## config.mk

```make
export PLATFORM = sky130hd
export DESIGN_NAME = word_packer
export DESIGN_NICKNAME = d
export VERILOG_FILES = /design/src/rtl/word_packer_pkg.sv /design/src/rtl/packer_out_slot.sv /design/src/rtl/word_packer.sv
export SDC_FILE = /design/constraint.sdc
export NUM_CORES = 1
export LEC_CHECK = 0
export ABC_AREA = 1
export CAP_MARGIN = 40
export CORE_UTILIZATION = 38
export CTS_BUF_LIST = sky130_fd_sc_hd__clkbuf_8 sky130_fd_sc_hd__clkbuf_16
export DETAILED_ROUTE_END_ITERATION = 6
export GPL_TIMING_DRIVEN = 0
export HOLD_SLACK_MARGIN = 0.02
export PLACE_DENSITY_LB_ADDON = 0.08
export SLEW_MARGIN = 20
export SYNTH_ARGS = -nofsm -noshare
export SYNTH_HDL_FRONTEND = slang
export SYNTH_SLANG_ARGS = --single-unit
export TNS_END_PERCENT = 20
```

## constraint.sdc

```tcl
create_clock -name clk -period 3.1 [get_ports clk]
set_input_delay 0.465 -clock clk [delete_from_list [all_inputs] [get_ports clk]]
set_output_delay 0.465 -clock clk [all_outputs]
set_load 0.01 [all_outputs]
```

## src/rtl/word_packer_pkg.sv

```systemverilog
// Shared definitions for the word_packer slice: width helper, pack limit, FSM states.
package word_packer_pkg;

   localparam int MAX_PACK = 16;

   typedef enum logic {
      FILL  = 1'b0,
      STALL = 1'b1
   } state_e;

   function automatic int clog2_f(input int n);
      int r;
      r = 0;
      for (int i = 0; i < 31; i++) begin
         if ((1 << i) < n) r = i + 1;
      end
      return r;
   endfunction

endpackage

```

## src/rtl/packer_out_slot.sv

```systemverilog
// Single-entry valid/ready output register: load takes priority, accept empties the slot,
// otherwise data and valid hold. The caller only loads when the slot is free or being accepted.
module packer_out_slot
   import word_packer_pkg::*;
#(
   parameter int W = 8
) (
   input  logic         clk,
   input  logic         rst,
   input  logic         load,
   input  logic [W-1:0] load_data,
   input  logic         out_ready,
   output logic         out_valid,
   output logic [W-1:0] out_data
);

   logic         valid_q, valid_d;
   logic [W-1:0] data_q, data_d;

   always_comb begin
      valid_d = valid_q;
      data_d  = data_q;
      if (load) begin
         valid_d = 1'b1;
         data_d  = load_data;
      end else if (valid_q && out_ready) begin
         valid_d = 1'b0;
      end
   end

   always_ff @(posedge clk) begin
      if (rst) begin
         valid_q <= 1'b0;
         data_q  <= '0;
      end else begin
         valid_q <= valid_d;
         data_q  <= data_d;
      end
   end

   assign out_valid = valid_q;
   assign out_data  = data_q;

endmodule

```

## src/rtl/word_packer.sv

```systemverilog
// Drains IN_W-bit buffer entries and packs PACK of them (first entry in the low lanes) into one
// OUT_W-bit valid/ready word. Optional partial-word flush is enabled by PACKER_FLUSH_EN.
module word_packer
   import word_packer_pkg::*;
#(
   parameter int IN_W  = 2,
   parameter int PACK  = 4,
   parameter int OUT_W = IN_W * PACK
) (
   input  logic             clk,
   input  logic             rst,
   input  logic             src_busy,
   output logic             src_rd_e,
   input  logic [IN_W-1:0]  src_rd_data,
   output logic             out_valid,
   output logic [OUT_W-1:0] out_data,
`ifdef PACKER_FLUSH_EN
   input  logic                        flush,
   output logic [clog2_f(PACK+1)-1:0]  out_lanes,
`endif
   input  logic             out_ready
);

   localparam int CNT_W = clog2_f(PACK);
   localparam int ACC_W = (PACK - 1) * IN_W;
`ifdef PACKER_FLUSH_EN
   localparam int LN_W   = clog2_f(PACK + 1);
   localparam int SLOT_W = OUT_W + LN_W;
`else
   localparam int SLOT_W = OUT_W;
`endif

   // STALL is registered as "last lane pending and slot occupied"; reads are
   // blocked only while out_ready is also low, so a same-cycle accept frees the path.
   state_e           state_q, state_d;
   logic [CNT_W-1:0] cnt_q, cnt_d;
   logic [ACC_W-1:0] acc_q, acc_d, acc_m;
   logic             stall, take, full, load, valid_next;
   logic [OUT_W-1:0] load_word;
   logic [SLOT_W-1:0] slot_in, slot_out;

`ifdef PACKER_FLUSH_EN
   logic            pend_q, pend_d;
   logic            slot_free, flush_req, has_lanes;
   logic [LN_W-1:0] lanes;
`endif

   always_comb begin
      stall     = (state_q == STALL) && !out_ready;
      take      = src_busy && !stall && !rst;
      full      = take && (cnt_q == CNT_W'(PACK - 1));
      acc_m     = acc_q;
      for (int i = 0; i < PACK - 1; i++) begin
         if (take && (cnt_q == CNT_W'(i))) acc_m[i*IN_W +: IN_W] = src_rd_data;
      end
      load      = full;
      load_word = {src_rd_data, acc_q};
`ifdef PACKER_FLUSH_EN
      slot_free = !out_valid || out_ready;
      flush_req = flush || pend_q;
      has_lanes = (cnt_q != '0) || take;
      lanes     = full ? LN_W'(PACK) : (LN_W'(cnt_q) + LN_W'(take));
      pend_d    = 1'b0;
      // A flush that cannot load yet is remembered; further reads keep filling lanes meanwhile.
      if (!full && flush_req && has_lanes) begin
         if (slot_free) begin
            load      = 1'b1;
            load_word = {{IN_W{1'b0}}, acc_m};
         end else begin
            pend_d = 1'b1;
         end
      end
      slot_in = {lanes, load_word};
`else
      slot_in = load_word;
`endif
      cnt_d = cnt_q + CNT_W'(take);
      acc_d = acc_m;
      if (load) begin
         cnt_d = '0;
         acc_d = '0;
      end
      valid_next = load || (out_valid && !out_ready);
      state_d    = ((cnt_d == CNT_W'(PACK - 1)) && valid_next) ? STALL : FILL;
   end

   always_ff @(posedge clk) begin
      if (rst) begin
         state_q <= FILL;
         cnt_q   <= '0;
         acc_q   <= '0;
`ifdef PACKER_FLUSH_EN
         pend_q  <= 1'b0;
`endif
      end else begin
         state_q <= state_d;
         cnt_q   <= cnt_d;
         acc_q   <= acc_d;
`ifdef PACKER_FLUSH_EN
         pend_q  <= pend_d;
`endif
      end
   end

   packer_out_slot #(.W(SLOT_W)) u_slot (
      .clk       (clk),
      .rst       (rst),
      .load      (load),
      .load_data (slot_in),
      .out_ready (out_ready),
      .out_valid (out_valid),
      .out_data  (slot_out)
   );

   assign src_rd_e = take;
   assign out_data = slot_out[OUT_W-1:0];
`ifdef PACKER_FLUSH_EN
   assign out_lanes = slot_out[OUT_W +: LN_W];
`endif

endmodule

```

==> Yosys cells after proc, flatten, opt, wreduce, memory -nomap -nowiden <==
Cells that the tools add are included.
{ "op_classes": {"addsub": 1, "n_eq_ne": 4, "n_mux": 4, "reduce_logical": 17} }
{ "ops": {"columns": ["operator", "count"], "rows": [
  ["logical AND 1 bit", 10],
  ["equality test 2 bit, second input constant", 3],
  ["zero test 1 bit", 3],
  ["two-way mux 1 bit", 3],
  ["adder 2 x 1 -> 2 bit", 1],
  ["equality test 2 x 1 -> 1 bit, second input constant", 1],
  ["zero test 2 bit", 1],
  ["two-way mux 2 bit", 1],
  ["nonzero test 2 bit", 1],
  ["OR reduction 2 bit", 1],
  ["logical OR 1 bit", 1]
]} }
{ "word_totals": {"regBits": 18, "in_bits": 6, "output_inout_bits": 10, "word_cells": 33} }

==> Depth between registers and ports, before layout <==
Gate-level depths: netlist of run 1.
{ "logic_depth": {"ltp_word": 10, "depth_mapped": 9, "mapped_depth_nobuf": 8} }

==> Hierarchy <==
A second synthesis of run 1 with hierarchy kept.
{ "unflattened": {"cells_unflattened": 96, "area_unflattened_um2": 809.5} }
{ "modules_own_cells": {"columns": ["module", "n_inst", "cells_per_inst", "area_each_um2", "seq_area_each_um2"], "rows": [
  ["word_packer", 1, 58, 505.5, 180.2],
  ["packer_out_slot", 1, 38, 304.0, 180.2]
]} }

==> Least setup slack after synthesis of run 1 <==
OpenSTA, ideal clock, no wires.
{ "synth_timing": {"path_kind": "input to register", "startpoint": "in out_ready", "endpoint": "reg state_q", "setup_time_ps": 64, "t_arrival_ps": 1663, "t_required_ps": 3036, "slack_ps": 1373, "cell_stages": 9, "n_path_buf": 1, "path_cell_list": "inv_1 > nand2_1 > clkbuf_1 > nand2_1 > nor2_1 > ha_1 > xor2_1 > nand3_1 > nor2_1"} }
{ "synth_via": {"elab_chain_cells": 10, "word_cells_on_any_way": 13, "cone_classes": "add/sub: 1; eq/ne: 1; mux: 2; reduce/logical: 9"} }
{ "synth_lines": {"columns": ["element", "line", "source"], "rows": [
  ["start, declared", "word_packer.sv:21", "input logic out_ready"],
  ["zero test 1 bit (*)", "word_packer.sv:49", "stall = (state_q == STALL) && !out_ready;"],
  ["logical AND 1 bit (*)", "word_packer.sv:49", null],
  ["zero test 1 bit (*)", "word_packer.sv:50", "take = src_busy && !stall && !rst;"],
  ["logical AND 1 bit (*) (2 in a row)", "word_packer.sv:50", null],
  ["via src_rd_e", "word_packer.sv:13", "output logic src_rd_e,"],
  ["adder 2 x 1 -> 2 bit / logical AND 1 bit (equally long branches)", "word_packer.sv:77, word_packer.sv:51", null],
  ["two-way mux 2 bit", "word_packer.sv:79", "if (load) begin"],
  ["equality test 2 bit", "word_packer.sv:84", "state_d = ((cnt_d == CNT_W'(PACK - 1)) && valid_next) ? STALL : FILL;"],
  ["logical AND 1 bit (*)", "word_packer.sv:84", null],
  ["two-way mux 1 bit (*)", "word_packer.sv:84", null],
  ["end signal, assigned", "word_packer.sv:96", "state_q <= state_d;"],
  ["end, declared", "word_packer.sv:35", "state_e state_q, state_d;"]
]} }
The timed path passes the listed nets; every way through them passes the cells marked *.
A chain may end at the register's enable or synchronous reset.

==> Final worst setup path of run 1 <==
{ "layout_timing": {"startpoint": "in out_ready", "endpoint": "out src_rd_e"} }
{ "layout_via": {"elab_chain_cells": 5} }
{ "layout_lines": {"columns": ["element", "line"], "rows": [
  ["zero test 1 bit", "word_packer.sv:49"],
  ["logical AND 1 bit", "word_packer.sv:49"],
  ["zero test 1 bit", "word_packer.sv:50"],
  ["logical AND 1 bit (2 in a row)", "word_packer.sv:50"],
  ["end, declared", "word_packer.sv:13"]
]} }
No other way between the ends.

==> results of run 1 <==
-- state kept, by name (all words and copies together), names as in the netlist --
| register | flops |
|---|---|
| acc_q | 6 |
| cnt_q | 2 |
| state_q | 1 |
| u_slot.out_data | 8 |
| u_slot.out_valid | 1 |
-- power by group through the flow --
stage	logic, W	clock network (W)	registers [W]
global route	0.0000370	0.000210	0.000239
floorplan	0.0000179	0	0.000243
global placement	0.0000320	0	0.000244
CTS	0.0000327	0.000197	0.000238
detailed placement	0.0000325	0	0.000244
finish	0.0000324	0.000194	0.000238
-- worst paths after layout --
kind,cells past startpoint,slack (ns),end,startpoint
setup / recovery,7,0.44,src_rd_e,out_ready
setup reg to reg,8,1.52,state_q$_SDFF_PP0_,state_q$_SDFF_PP0_
hold reg to reg,2,0.46,acc_q[5]$_SDFFE_PP0P_,acc_q[5]$_SDFFE_PP0P_
hold / removal,2,0.46,acc_q[5]$_SDFFE_PP0P_,acc_q[5]$_SDFFE_PP0P_
-- worst reg2reg max path, delay by kind of cell, from the launching register on --
kind,cells,cell delay [ns]
xor+xnor,1,0.19
fa+ha+maj,1,0.19
flops,1,0.30
simple gates,5,0.52
buf+inv,1,0.32
-- synth_stat cells (all sizes together) --
cell	instances	area share
a21oi	7	0.045
buf	2	0.024
clkbuf	1	0.0049
clkinv	1	0.0049
dfxtp	18	0.47
ha	1	0.016
inv	15	0.073
nand2	27	0.13
nand3	6	0.045
nand4	6	0.049
nor2	22	0.12
o21ai	1	0.0065
xor2	1	0.011
-- kinds of logic (layout without fill, tap and decap cells) --
logic type | after synthesis | after routing | share of synthesized area
AO/OA/AOI/OAI | 8 | 8 | 0.0519
XOR/XNOR | 1 | 1 | 0.0114
adder cells (fa/ha/maj) | 1 | 1 | 0.0162
buffers and inverters | 19 | 38 | 0.107
flip-flops | 18 | 18 | 0.468
AND/OR/NAND/NOR | 61 | 61 | 0.346
-- layer usage --
| metal | vias up | routed length (um) |
|---|---|---|
| met5 | - | 0 |
| met4 | 0 | 29 |
| met3 | 5 | 36 |
| met2 | 10 | 669 |
| met1 | 291 | 724 |
| li1 | 374 | - |
-- stage by stage --
| stage | hold slack [ns] | power (W) | std cells |
|---|---|---|---|
| detailed placement | 0.460 | 0.000276 | 148 |
| floorplan | 0.441 | 0.000261 | 108 |
| finish | 0.465 | 0.000465 | 152 |
| global placement | 0.454 | 0.000276 | 148 |
| CTS | 0.470 | 0.000468 | 152 |
| global route | 0.488 | 0.000486 | 152 |
-- cell type report --
type | count | area share
Sequential cell | 18 | 0.358
Multi-Input combinational cell | 71 | 0.325
Timing Repair Buffer | 15 | 0.149
Inverter | 16 | 0.0596
Clock buffer | 4 | 0.0547
Tap cell | 25 | 0.0311
Buffer | 3 | 0.0224
==> results.py, run 1 <==
metrics = {
    "logic_synthesis": {
        "synth.yosys.seq_area_share": 0.468,
        "synth_area_um2": 771,
        "netlist_instances": 108,
        "ys_ff_latch": 18,
        "ys_types": 17,
        "yosys_warnings": 0,
        "avgSynthCellArea_um2": 7.14,
        "synth_nets": 115,
    },
    "outcome": {
        "status": "complete, no violations",
    },
    "global_routing": {
        "grt_util_met2": 0.275,
        "use_met3": 0.0346,
        "use_met1": 0.198,
        "grt_start_max_net_pins": 11,
        "grtUsageTotal": 0.164,
        "gr-max-usage-layer": "met2",
        "antenna_found_initial": 0,
        "grt_pass1_vias": 590,
        "grt_overflow": 0,
        "grt_pass1_wl_um": 2500,
    },
    "routing": {
        "drc": 0,
        "ant_nets": 0,
        "routedWlPerCell_um": 9.60,
        "num_vias": 680,
        "first_iter_violations": 5,
        "firstDrtPassIters": 3,
        "viasPerCell": 4.47,
        "wirelength_um": 1460,
    },
    "critical_path": {
        "required_ns": 2.63,
        "start_kind": "primary input",
        "path_max_fanout": 10,
        "critPathMaxStageDelay_ns": 0.56,
        "crit_chain": "clkdlybuf4s50_1 > inv_1 > nand2_1 > clkbuf_1 > nand2_1 > nor2_1 > clkdlybuf4s50_1",
        "arrival_ns": 2.20,
        "crit_slowest_cell": "clkdlybuf4s50_1",
        "critPathKind": "primary input to primary output",
        "crit_family": "buffers and inverters",
        "critPathBufInv": 4,
        "end_kind": "primary output",
    },
    "cts": {
        "cts_root_buf": "clkbuf_8",
        "clk_pin_slew_worst_paths_ns": 0.07,
        "clock_path_buffers": 2,
        "ctsResizeCount": 0,
        "numCtsBuffers": 3,
        "cts_tree": "done",
        "cts_hold_buf": 0,
        "htree_levels": 1,
        "worstSkewPairLatency_ns": 0.25,
        "cts.sinks": 18,
        "post_cts_buffers": 0,
    },
    "sta": {
        "worstMarginPinSlew_ns": 0.371,
        "max_freq_mhz": 376,
        "max-slew-margin-rel": 0.753,
        "finalWorstSetupSlack_ns": 0.438,
        "final_hold_viol_count": 0,
        "fin_setup_tns_ns": 0,
        "finClkSkew_ns": 0.00245,
        "rsz0062_at_grt": "false",
        "min_period_over_period": 0.859,
        "slew_viol_final": 0,
        "post-route-min-period_ns": 2.66,
        "finalSetupViolCount": 0,
    },
    "hold_path": {
        "hp-class": "flop to flop",
    },
    "finish": {
        "final_util": 0.553,
        "final_cell_mix": "26 x nand2_1, 21 x nor2_1, 18 x dfxtp_1, 15 x inv_1, 15 x clkdlybuf4s50_1",
        "design_area_um2": 1010,
        "num-nets-final": 135,
        "nFillCells": 195,
        "final_layout_size_suffix_gt1_frac": 0.0709,
        "mostFrequentLayoutCell": "nand2_1",
        "antenna_cells": 0,
        "seqCellArea_um2": 360,
        "multi_input_area_um2": 328,
        "syn_to_final_growth_pct": 30.7,
    },
    "floorplanning": {
        "start_util": 0.423,
        "core-area_um2": 1820,
        "num_io_pins": 16,
        "dieArea_um2": 2210,
        "fp.dieW_um": 47.0,
        "die_y_um": 47.0,
        "rows": 15,
    },
    "power": {
        "power.leakage_nw": 0.460,
        "power_switching_w": 0.000102,
        "p_clk_frac": 0.417,
        "peakVddDrop_v": 0.000235,
        "seqPwrFrac": 0.513,
        "p_sw_frac": 0.220,
        "power.density_nw_per_um2": 461,
        "p_comb_frac": 0.070,
        "p_int_w": 0.000362,
    },
    "placement": {
        "place_hpwl_um": 1020,
        "post-place-ws_ns": 0.434,
        "portBuffers": 15,
        "gp_congestion": 0.739,
        "place_area_um2": 952,
    },
    "flow_run": {
        "maxCapViolCount": 0,
    },
}
Power figures use the tool's default switching activity.
==> run 2, diff against run 1 <==
REMOVE_ABC_BUFFERS = 1   (was not set)
==> run 2 against run 1 <==
Cell area decreased by 2.2%. Critical path type unchanged. Via count decreased by 3.4%. Worst hold slack got worse by 0.0012 ns. First-iteration DRC count increased by 20%. Critical path depth decreased by 1. Largest power group unchanged. Final cell count decreased by 2.0%. Sequential share of layout area increased by 0.82 points. Global-route usage decreased by 1.0 points. Die area unchanged. Maximum frequency increased by 6.7%.
==> results.py, run 2 (synthesis results as in run 1) <==
metrics = {
    "outcome": {
        "status": "complete, no violations",
    },
    "floorplanning": {
        "dieArea_um2": 2210,
        "num_io_pins": 16,
        "rows": 15,
        "start_util": 0.423,
        "fp.dieW_um": 47.0,
        "core-area_um2": 1820,
        "die_y_um": 47.0,
    },
    "finish": {
        "seqCellArea_um2": 360,
        "final_layout_size_suffix_gt1_frac": 0.0565,
        "mostFrequentLayoutCell": "nand2_1",
        "final_cell_mix": "26 x nand2_1, 21 x nor2_1, 18 x dfxtp_1, 15 x inv_1, 15 x clkdlybuf4s50_1",
        "multi_input_area_um2": 328,
        "largest_register_ffs": 8,
        "nFillCells": 194,
        "syn_to_final_growth_pct": 27.8,
        "design_area_um2": 985,
        "fin_cells": 149,
        "antenna_cells": 0,
        "num-nets-final": 132,
    },
    "sta": {
        "finClkSkew_ns": 0.00558,
        "max-slew-margin-rel": 0.731,
        "final_hold_viol_count": 0,
        "fin_setup_tns_ns": 0,
        "slew_viol_final": 0,
        "post-route-min-period_ns": 2.50,
        "max_freq_mhz": 401,
        "rsz0062_at_grt": "false",
        "worstMarginPinSlew_ns": 0.403,
        "min_period_over_period": 0.805,
        "finalSetupViolCount": 0,
    },
    "placement": {
        "dp_cells": 145,
        "place_hpwl_um": 947,
        "portBuffers": 15,
        "gp_congestion": 0.764,
        "place_area_um2": 930,
    },
    "routing": {
        "wl_met3_um": 47,
        "routed.top_layer": "met4",
        "wl_met2_um": 627,
        "first_iter_violations": 6,
        "ant_nets": 0,
        "firstDrtPassIters": 4,
        "met1_length_um": 737,
        "num_vias": 657,
        "drc": 0,
        "viasPerCell": 4.41,
        "routedWlPerCell_um": 9.56,
        "wirelength_um": 1420,
    },
    "critical_path": {
        "crit_slowest_cell": "clkdlybuf4s50_1",
        "critPathMaxStageDelay_ns": 0.56,
        "worstSetupEndpoint": "src_rd_e",
        "arrival_ns": 2.03,
        "crit_start": "out_ready",
        "required_ns": 2.63,
        "critPathBufInv": 3,
        "path_max_fanout": 11,
        "start_kind": "primary input",
        "critPathKind": "primary input to primary output",
        "end_kind": "primary output",
        "crit_chain": "clkdlybuf4s50_1 > inv_1 > nand2_1 > nand2_1 > nor2_1 > clkdlybuf4s50_1",
        "regToRegStartpoint": "state_q$_SDFF_PP0_",
        "worst_r2r_path_depth": 7,
        "worstSetupPathDepth": 6,
        "rr_endpoint": "state_q$_SDFF_PP0_",
        "crit_family": "buffers and inverters",
        "rrSetupSlack_ns": 1.67,
    },
    "power": {
        "power.density_nw_per_um2": 468,
        "power.leakage_nw": 0.449,
        "peakVddDrop_v": 0.000246,
    },
    "cts": {
        "ctsResizeCount": 0,
        "clock_path_buffers": 2,
        "cts_tree": "done",
        "post_cts_buffers": 0,
        "htree_levels": 1,
        "cts_root_buf": "clkbuf_8",
        "numCtsBuffers": 3,
        "cts_hold_buf": 0,
        "cts.sinks": 18,
        "worstSkewPairLatency_ns": 0.25,
        "clk_pin_slew_worst_paths_ns": 0.07,
    },
    "global_routing": {
        "grt_pass1_wl_um": 2370,
        "grt_pass1_vias": 535,
        "grt_overflow": 0,
        "grtUsageTotal": 0.154,
        "antenna_found_initial": 0,
        "grt_start_max_net_pins": 21,
    },
    "hold_path": {
        "hp-class": "flop to flop",
    },
    "flow_run": {
        "maxCapViolCount": 0,
    },
}
-- run 2: per-layer routing --
metal  GRT usage  vias up
met5           0        -
met4      0.0686        0
met3      0.0346        2
met2       0.228        8
met1       0.214      282
li1            -      365
-- run 2: metrics by stage --
stage                     hold WS (ns)  total power [W]  utilization  worst slack (ns)
after floorplan                  0.441         0.000261            -              1.50
after global placement           0.453         0.000276        0.511             0.610
after detailed placement         0.456         0.000276        0.511             0.620
after CTS                        0.467         0.000469        0.541             0.604
after global routing             0.489         0.000482        0.541             0.509
final                            0.464         0.000461        0.541             0.604
-- run 2: layout make-up --
cell class,instances,share of cell area
clock buffer,4,0.0559
inverter,16,0.0610
multi-input combinational,71,0.333
sequential,18,0.366
tap,25,0.0318
timing repair buffer,15,0.152
-- run 2: report_power, final --
part	internal, W	switching, W
sequential	0.000235	0.00000349
combinational	0.0000140	0.0000185
clock	0.000113	0.0000775
total	0.000362	0.0000995
-- run 2: worst min path at each step --
stage                     startpoint                    end  slack (ns)  cells past startpoint
2_1_floorplan  acc_q[3]$_SDFFE_PP0P_  acc_q[3]$_SDFFE_PP0P_        0.44                      2
3_3_place_gp   acc_q[3]$_SDFFE_PP0P_  acc_q[3]$_SDFFE_PP0P_        0.45                      2
3_5_place_dp   acc_q[3]$_SDFFE_PP0P_  acc_q[3]$_SDFFE_PP0P_        0.46                      2
4_1_cts        acc_q[3]$_SDFFE_PP0P_  acc_q[3]$_SDFFE_PP0P_        0.47                      2
5_1_grt        acc_q[5]$_SDFFE_PP0P_  acc_q[5]$_SDFFE_PP0P_        0.49                      2
6_report       acc_q[3]$_SDFFE_PP0P_  acc_q[3]$_SDFFE_PP0P_        0.46                      2
-- run 2: tightest hold or removal path, stage by stage (launching register included) --
cell     delay (ns)
dfxtp_1        0.31
nand2_1        0.06
a21oi_1        0.05
==> edit 1, RTL diff (config.mk and constraints of run 2) <==
Take the reset off `data_q` and load it in a clocked block of its own.
--- a/src/rtl/packer_out_slot.sv
+++ b/src/rtl/packer_out_slot.sv
@@ -33,7 +33,9 @@
          valid_q <= 1'b0;
-         data_q  <= '0;
       end else begin
          valid_q <= valid_d;
-         data_q  <= data_d;
       end
+   end
+
+   always_ff @(posedge clk) begin
+      data_q <= data_d;
    end
Formal check against the unedited RTL: differs if rst is asserted again (counterexample within 10 cycles, from zero or initial values and one cycle with rst high); with rst held inactive, the same outputs for 10 cycles.
==> edit 1 against run 2 <==
Global-route usage is 2.5 points lower. Non-clock buffer count stayed put. Critical endpoint unchanged. Wire length is 19% lower. Synthesized cell count is 38% lower. Synthesized area is 12% lower. Combinational power is 16% lower. Power is 5.5% lower. Sequential share of layout area is 13 points higher. Clock power is 18% lower. Sequential cell count stayed put. Worst hold slack worse by 0.026 ns. Design area is 9.8% lower. Setup slack worse by 0.15 ns. Via count is 25% lower.
==> edit 1: results (changes against run 2) <==
Adder-Cell Fraction of Synth Area=1.83% (+0.21 points); WP buf/inv=3 (unchanged); max reg flops=8 (unchanged); Via-to-Cell Ratio=4.59 (+4.1%); register area share after synthesis=64.6% (+18 points); met3 routed WL=53 µm (+13%); dominant synthesized flop cell=dfxtp_1; synth top area cells=edfxtp_1 (35%), dfxtp_1 (29%), nand2_1 (6.1%); routing usage on met2=20.6% (-2.2 points); largest net degree at the start of global routing=12 (-43%); Inst Count DP=104 (-28%); top cell type's share of synthesized area=35.2% (-12 points); Total Wirelength=1.16 mm (-19%); DR WL/cell=10.8 µm (+13%); M1 wire length=550 µm (-25%); Worst Tran Pin Value=0.621 ns (+0.218 ns); M3 GR Usage=2.45% (-1.0 points); Port-buffer cells=15 (unchanged); slowest cell delay on critical path=0.53 ns (-0.03 ns); DR top layer=met4; dpl hpwl=850 µm (-10%); CTS Buf Count=3 (unchanged); Synth warnings=0 (unchanged); share of layout cells above drive strength 1=4.82% (-0.83 points); global-route wire length before repair=1.80 mm (-24%); clk_skew=0.00338 ns (-0.00220 ns); VDD IR max=0.229 mV (-6.6%); 1st-iter DRT viols=9 (+3); vias in the first global route=415 (-22%); Leak=0.342 nW (-24%); crit path max fanout=11 (unchanged); status=complete, no violations; Synth Area in XOR/XNOR=1.28% (+0.15 points); Post-synth EDFFs=8 (+8); Setup Fix Bufs, Post-CTS=0 (unchanged); CTS root buf=clkbuf_8; Netlist cell types=13 (-4); GP Congestion=0.736 (-3.8%); WP data arrival=2.18 ns (+0.15 ns); GRT Overall Usage=12.9% (-2.5 points); met1 Use GR=16.4% (-5.0 points); CTS Buffer Depth=2 (unchanged); CTS resizes=0 (unchanged); Synth Area in Compound Gates=5.14% (-0.057 points); Post-synth top cells=nand2_1 (11), dfxtp_1 (10), edfxtp_1 (8), inv_1 (8), a21oi_1 (7); slowest stage cell, crit path=clkdlybuf4s50_1; nets=92 (-30%); Hold Path Class=reg2reg; routed wl met2=537 µm (-14%); FFs w/ async S/R, synth=0% (unchanged); Mapped Cells=67 (-38%); Rows=14 (-1)
[edit 1: cell count changes after synthesis, moves of 7 or more]
cell	delta
nor2_1	-15
dfxtp_1	-8
edfxtp_1	+8
inv_1	-7
nand2_1	-15
[edit 1: cell type report]
| cell class | count | area [µm²] |
|---|---|---|
| fillers | 144 | 706 |
| flip-flops and latches | 18 | 440 |
| multi-input cells | 39 | 196 |
| repair buffers | 15 | 150 |
| clock buffers | 3 | 41.3 |
| inverters | 8 | 30.0 |
| well taps | 24 | 30.0 |
[edit 1: worst paths after layout]
kind	from	to	slack, ns	depth (start not counted)
min	acc_q[0]	u_slot.out_data[0]	0.44	0
max	rst	src_rd_e	0.45	5
min reg2reg	acc_q[0]	u_slot.out_data[0]	0.44	0
max reg2reg	state_q	u_slot.out_data[7]	1.66	3
[edit 1: stage by stage]
| stage | area [µm²] | power, mW | worst slack (ns) | hold slack (ns) |
|---|---|---|---|---|
| floorplan | 667 | 0.273 | 1.45 | 0.409 |
| global placement | 847 | 0.286 | 0.468 | 0.417 |
| detailed placement | 847 | 0.286 | 0.466 | 0.423 |
| CTS | 888 | 0.439 | 0.455 | 0.439 |
| global route | 888 | 0.453 | 0.330 | 0.457 |
| finish | 888 | 0.436 | 0.450 | 0.438 |
[edit 1: power breakdown]
part	internal (mW)	switching, mW	total [mW]
clock network	0.0860	0.0688	0.155
logic	0.0126	0.0146	0.0272
registers	0.251	0.00315	0.254
[edit 1: kinds of logic (layout without fill, tap and decap cells)]
kind of cell	after synthesis	count (layout)
and+or+nand+nor	30	30
DFF	18	18
buffers and inverters	10	26
AOI/OAI and AO/OA	7	7
adders and majority gates	1	1
xor gates and xnor gates	1	1
==> edit 2, RTL diff (flow settings as in run 2) <==
Without the edit above. `IN_W`: 2 -> 4.
--- a/src/rtl/word_packer.sv
+++ b/src/rtl/word_packer.sv
@@ -5,3 +5,3 @@
 #(
-   parameter int IN_W  = 2,
+   parameter int IN_W  = 4,
    parameter int PACK  = 4,
Interface: changed (resized out_data and src_rd_data); port bits go from 16 to 26. No check against the original RTL was run, so the function may have changed too.
==> edit 2 against run 2 <==
Sequential share of layout area grew 1.7 points. Synthesized area rose by 73%. Cell count increased by 72%. Wire length grew 79%. Die area increased by 70%. Sequential cell count up 14. Clock power is 68% higher. Count of clock-buffer cells in the layout rose by 2. Power grew 71%. First-iteration DRC count grew to 8.0 times the old value. Design area rose by 70%. Setup slack got worse by 0.066 ns. Critical path type unchanged. Largest cell class unchanged.
==> edit 2: results (changes against run 2) <==
status=complete, no violations; CTS Buf Count=5 (+2); register area share after synthesis=48.0% (+1.3 points); Post-Place Setup Slack=0.544 ns (-0.0766 ns); Via-to-Cell Ratio=4.50 (+2.0%); CTS root buf=clkbuf_8; synth top area cells=dfxtp_1 (48%), nand2_1 (14%), nor2_1 (11%); clk_skew=0.00169 ns (-0.00389 ns); nets=218 (+65%); max reg flops=16 (+8); Setup-failing EPs final=0 (unchanged); 1st-iter DRT viols=48 (+42); hold_buf cts=0 (unchanged); Hold Path Class=reg2reg; post-synthesis mux area share=0% (unchanged); slowest stage cell, crit path=clkdlybuf4s50_1; 1st-pass router iterations=3 (-1); vias in the first global route=980 (+83%); Post-synth top cells=nand2_1 (49), nor2_1 (39), dfxtp_1 (32); FFs w/ async S/R, synth=0% (unchanged); Worst Tran Pin Value=0.569 ns (+0.166 ns); GP Congestion=0.730 (-4.5%); htree depth=2 (+1); VDD IR max=0.267 mV (+8.9%); CTS Buffer Depth=2 (unchanged); Clock Pin Slew Worst Setup and Hold Paths=0.06 ns; fin crit period=2.56 ns (+0.0656 ns); crit path max fanout=16 (+5); Port-buffer cells=25 (+10); Netlist cell types=17 (unchanged); dpl hpwl=1.69 mm (+78%); largest net degree at the start of global routing=37 (+76%); dpl cell area=1580 µm² (+70%); Synth Area in Compound Gates=4.88% (-0.32 points); WP data arrival=2.10 ns (+0.07 ns); clk_lat worst skew=0.28 ns (+0.03 ns); Synth area leader=dfxtp_1; Setup Fix Bufs, Post-CTS=0 (unchanged); GRT Overall Usage=15.9% (+0.51 points); ant diodes=0 (unchanged); slowest cell delay on critical path=0.58 ns (+0.02 ns); register-to-register setup slack=1.52 ns (-0.15 ns); Leak=0.779 nW (+73%); Adder-Cell Fraction of Synth Area=0.938% (-0.69 points); Synth Area in XOR/XNOR=0.657% (-0.48 points); Total Wirelength=2.55 mm (+79%); Synth warnings=0 (unchanged); share of layout cells above drive strength 1=4.29% (-1.4 points); global-route wire length before repair=4.27 mm (+80%); initial antenna violation count=0 (unchanged); CTS resizes=0 (unchanged)
[edit 2: cell count changes in the layout (fill, tap and decap cells not counted)]
cell	change
nand3b_4	+1
clkbuf_8	+2
nand4_1	+5
nand2_1	+23
clkdlybuf4s50_1	+10
nor2_1	+18
nand3_2	-1
inv_1	+9
dfxtp_1	+14
o21ai_1	-1
o21ai_0	+1
a21oi_1	+5
[edit 2: cells by family (layout without fill, tap and decap cells)]
kind of cell | count (synthesis) | after routing
simple gates | 107 | 107
flops | 32 | 32
buf+inv | 30 | 56
compound gates | 13 | 13
fa+ha+maj | 1 | 1
xor+xnor | 1 | 1
[edit 2: power breakdown]
part	leakage (nW)	total [mW]	internal [mW]	switching (mW)
Combinational	0.467	0.0481	0.0188	0.0292
Clock	0.0538	0.319	0.174	0.145
Sequential	0.259	0.423	0.418	0.00455
Total	0.779	0.790	0.611	0.179
[edit 2: per-stage QoR]
stage               hold WS, ns  utilization, %  std cells
finish                    0.463            50.1        256
global route              0.490            50.1        256
CTS                       0.467            50.1        256
detailed placement        0.456            47.4        248
global placement          0.455            47.4        248
floorplan                 0.441               -        177
[edit 2: worst paths after layout]
kind,startpoint,to,depth (start not counted)
min,acc_q[9],acc_q[9],2
max reg2reg,state_q,acc_q[4],4
min reg2reg,acc_q[9],acc_q[9],2
max,out_ready,src_rd_e,6
[edit 2: final cells by class]
class,count,area (µm²)
clock buffer,6,82.6
multi-input combinational,122,548
fill,364,1660
inverter,23,86.3
sequential,32,641
clock inverter,2,7.51
tap,46,57.6
timing repair buffer,25,250
[edit 2: layer usage]
layer | global-route usage (%) | vias up | part of all wire [%]
li1 | - | 620 | -
met1 | 19.2 | 506 | 49
met2 | 25.6 | 20 | 45
met3 | 3.78 | 5 | 3.8
met4 | 9.74 | 0 | 2.2
met5 | 0 | - | 0
[edit 2: critical path: cells and delay by family]
family | cells | cell delay [ns]
buffers and inverters | 3 | 1.09
and+or+nand+nor | 3 | 0.53
